==> src/rtl/extend_pkg.sv <==
// Shared types for the RV32I immediate generator.
// Format codes match the decode-stage control field.
package extend_pkg;

  localparam int XLEN = 32;

  typedef enum logic [2:0] {
    IMM_I = 3'b000,
    IMM_S = 3'b001,
    IMM_B = 3'b010,
    IMM_J = 3'b011,
    IMM_U = 3'b100
  } imm_fmt_e;

endpackage

==> src/rtl/imm_decode.sv <==
// Combinational immediate mux: instr[31:7] plus format to a 32-bit immediate.
// src[k-7] holds instr[k]; the sign is always instr[31].
module imm_decode
  import extend_pkg::*;
(
  input  logic [24:0]     src,
  input  logic [2:0]      control,
  output logic [XLEN-1:0] extended_src,
  output logic            illegal
);

  logic s;

  assign s = src[24];

  always_comb begin
    extended_src = '0;
    illegal      = 1'b0;
    case (control)
      IMM_I: extended_src = {{20{s}}, src[24:13]};
      IMM_S: extended_src = {{20{s}}, src[24:18], src[4:0]};
      IMM_B: extended_src = {{20{s}}, src[0], src[23:18],
                             src[4:1], 1'b0};
      IMM_J: extended_src = {{12{s}}, src[12:5], src[13],
                             src[23:14], 1'b0};
      IMM_U: extended_src = {src[24:5], 12'b0};
      default: illegal = 1'b1;
    endcase
  end

endmodule

==> src/rtl/extend_unit.sv <==
// Decode-stage immediate generator with a capture register
// for consumers one stage downstream.
module extend_unit
  import extend_pkg::*;
(
  input  logic            clk,
  input  logic            reset,
  input  logic [24:0]     src,
  input  logic [2:0]      control,
  input  logic            en,
  output logic [XLEN-1:0] extended_src,
  output logic            illegal,
  output logic [XLEN-1:0] extended_src_q,
  output logic            illegal_q
);

  imm_decode u_dec (
    .src          (src),
    .control      (control),
    .extended_src (extended_src),
    .illegal      (illegal)
  );

  always_ff @(posedge clk or posedge reset) begin
    if (reset) begin
      extended_src_q <= '0;
      illegal_q      <= 1'b0;
    end else if (en) begin
      extended_src_q <= extended_src;
      illegal_q      <= illegal;
    end
  end

endmodule

==> config.mk <==
export PLATFORM = sky130hd
export DESIGN_NAME = extend_unit
export DESIGN_NICKNAME = d
export VERILOG_FILES = /design/src/rtl/extend_pkg.sv /design/src/rtl/imm_decode.sv /design/src/rtl/extend_unit.sv
export SDC_FILE = /design/constraint.sdc
export NUM_CORES = 1
export LEC_CHECK = 0
export ABC_CLOCK_PERIOD_IN_PS = 2950
export CAP_MARGIN = 15
export CORE_UTILIZATION = 41
export CTS_BUF_LIST = sky130_fd_sc_hd__clkbuf_4 sky130_fd_sc_hd__clkbuf_8 sky130_fd_sc_hd__clkbuf_16
export DETAILED_ROUTE_END_ITERATION = 8
export PLACE_DENSITY_LB_ADDON = 0.15
export SLEW_MARGIN = 20
export SYNTH_ARGS = -nofsm -noshare
export SYNTH_HDL_FRONTEND = slang
export SYNTH_SLANG_ARGS = --single-unit
==> constraint.sdc <==
create_clock -name clk -period 2.95 [get_ports clk]
set_clock_uncertainty 0.05 [all_clocks]
set_input_delay 0.59 -clock clk [delete_from_list [all_inputs] [get_ports clk]]
set_output_delay 0.59 -clock clk [all_outputs]
set_load 0.1 [all_outputs]
==> flow_metrics.py <==
metrics = {
    "logic_synthesis": {
        "syn_area_um2": 1680,
        "ys_warn_count": 0,
        "synth_nets": 173,
        "ys_seq_area_frac": 0.491,
        "synth_top_area_share": 0.491,
        "ys_seq_elements": 33,
        "netlist_instances": 142,
        "synth_area_leaders": "dfrtp_1 49%, mux2_2 23%, a21oi_1 5.1%",
        "synth_top_cell_by_area": "dfrtp_1",
        "avgSynthCellArea_um2": 11.9,
        "ys_types": 19,
    },
    "grt": {
        "grt_pass1_wl_um": 8110,
        "grt.overflow.total": 0,
        "grt_pass1_vias": 1696,
        "grt_util_all_layers": 0.251,
        "met1_usage": 0.287,
        "grt_use_met2": 0.444,
        "grt_max_degree": 24,
        "top_usage_layer": "met2",
        "antenna_found_initial": 0,
        "grt_util_met3": 0.0759,
    },
    "layout": {
        "syn_to_final_growth_pct": 85.5,
        "final_common_cell": "buf_4",
        "multi_input_area_um2": 842,
        "fillers": 225,
        "final_cell_mix": "43 x buf_4, 34 x mux2_2, 34 x buf_12, 33 x dfrtp_1, 30 x clkdlybuf4s50_1",
        "final_layout_size_suffix_gt1_frac": 0.541,
        "stdcell_count": 292,
        "ff_latch_area_um2": 826,
        "antenna_cells": 0,
        "nets": 274,
    },
    "placed_design": {
        "dpl.hpwl_um": 3980,
        "place_ws_ns": 0.0989,
        "finalWeightedCongestion": 0.794,
        "port_buffers": 96,
        "place_inst": 284,
    },
    "drt": {
        "wl_per_cell_um": 17.4,
        "vias": 1540,
        "vias_per_cell": 5.27,
        "drt-total-wl_um": 5070,
        "drc_errors": 0,
        "drt-pass1-iter-count": 4,
        "drtAntennaViolNets": 0,
        "drtIter0Drc": 85,
    },
    "clocking": {
        "clock_sinks": 33,
        "clk_pin_slew_ns": 0.07,
        "cts_tree": "built",
        "clk_path_buf_depth": 2,
        "ctsResizeCount": 0,
        "root_buffer": "clkbuf_8",
        "cts.htree.levels": 2,
        "numCtsBuffers": 5,
        "post-cts-setup-buffers": 0,
        "clk_latency_ns": 0.29,
        "hold_buffers": 0,
    },
    "power_and_ir_drop": {
        "ir_drop_v": 0.000431,
        "power_mw": 1.93,
        "leakagePower_nw": 1.49,
        "powerDensity_nw_per_um2": 619,
    },
    "timing": {
        "period_share": 0.971,
        "rsz0062_at_grt": "false",
        "hold_viol": 0,
        "post-route-min-period_ns": 2.87,
        "fin_ws_ns": 0.0843,
        "slew_violations": 0,
        "finalSetupViolations": 0,
        "slew_headroom": 0.573,
        "fmax_mhz": 349,
        "worstMarginPinSlew_ns": 0.640,
        "holdWs_ns": 0.459,
    },
    "setup_path": {
        "slowest_stage": "clkdlybuf4s50_1",
        "crit_start": "control[1]",
        "rr_startpoint": "extended_src_q[21]",
        "crit_arrival_ns": 2.23,
        "start_kind": "input port",
        "crit_fanout": 7,
        "end_kind": "output port",
        "slowest_delay_ns": 0.66,
        "path_cells": "clkdlybuf4s50_1 > xor2_2 > mux2i_1 > nor2_1 > buf_12",
        "critical_path_class": "input port to output port",
        "cp_data_required_time_ns": 2.31,
    },
    "die": {
        "start_util": 0.443,
        "die_x_um": 66.1,
        "ios": 97,
        "num_rows": 22,
        "design.die.area_um2": 4360,
        "core_um2": 3800,
        "die_h_um": 66.1,
    },
    "hold_path": {
        "hp-class": "flip-flop to flip-flop",
        "hold_start": "extended_src_q[16]",
    },
    "run": {
        "cap_violations": 0,
    },
    "outcome": {
        "status": "finished clean",
    },
}
final timing paths:
kind	endpoint	depth (start not counted)	slack (ns)
worst min register to register	extended_src_q[16]	1	0.46
worst max register to register	extended_src_q[21]	1	2.12
worst min-delay path	extended_src_q[16]	1	0.46
max in group asynchronous	extended_src_q[4]	3	1.50
worst max-delay path	extended_src[2]	5	0.08
min in group asynchronous	extended_src_q[7]	2	0.65
where the power goes:
group	internal, mW	switching [mW]	total, mW	leakage [nW]
sequential	0.502	0.0273	0.529	0.421
combinational	0.305	0.763	1.07	1.03
clock	0.163	0.173	0.336	0.0439
total	0.969	0.963	1.93	1.49
metal layers:
layer  vias to the layer above  wire, um
met5                         -         0
met1                       759      1930
met4                         0        55
met2                        65      2720
li1                        711         -
met3                         5       358
worst max-delay path, delay by kind of cell:
| family | cells | cell delay, ns |
|---|---|---|
| xor gates and xnor gates | 1 | 0.38 |
| muxes | 1 | 0.14 |
| and+or+nand+nor | 1 | 0.23 |
| buffers and inverters | 2 | 0.87 |
through the flow:
step	util	area, um^2	setup TNS [ns]
floorplan	-	1740	-0.0224
global placement	0.799	3040	0
detailed placement	0.799	3040	0
CTS	0.822	3120	0
global route	0.822	3120	0
finish	0.822	3120	0
sequential cells by signal, indices dropped and copies added (netlist names):
signal / cells
extended_src_q: 32
illegal_q: 1
synth_stat cells:
cell type  count
mux2_2        34
dfrtp_1       33
a21oi_1       17
a21o_1        11
nor2b_1        8
o22ai_1        8
clkbuf_1       7
mux2i_1        5
nor2_1         5
buf_2          4
buf_6          2
and2_1         1
and2b_1        1
inv_1          1
nor2b_2        1
nor2b_4        1
nor3_1         1
o21a_1         1
xor2_2         1
cell families after synthesis:
group / Yosys count / synth area share
xor+xnor: 1 / 0.00967
compound gates: 37 / 0.134
mux: 39 / 0.257
simple gates: 18 / 0.0654
buf+inv: 14 / 0.0431
flops: 33 / 0.491
layout make-up:
| cell class | count | area share |
|---|---|---|
| repair buffers | 107 | 0.418 |
| multi-input cells | 95 | 0.270 |
| flip-flops and latches | 33 | 0.265 |
| clock buffers | 5 | 0.0220 |
| well taps | 48 | 0.0192 |
| clock inverters | 3 | 0.00561 |
| inverters | 1 | 0.00120 |
(Power assumes the default switching activity.)
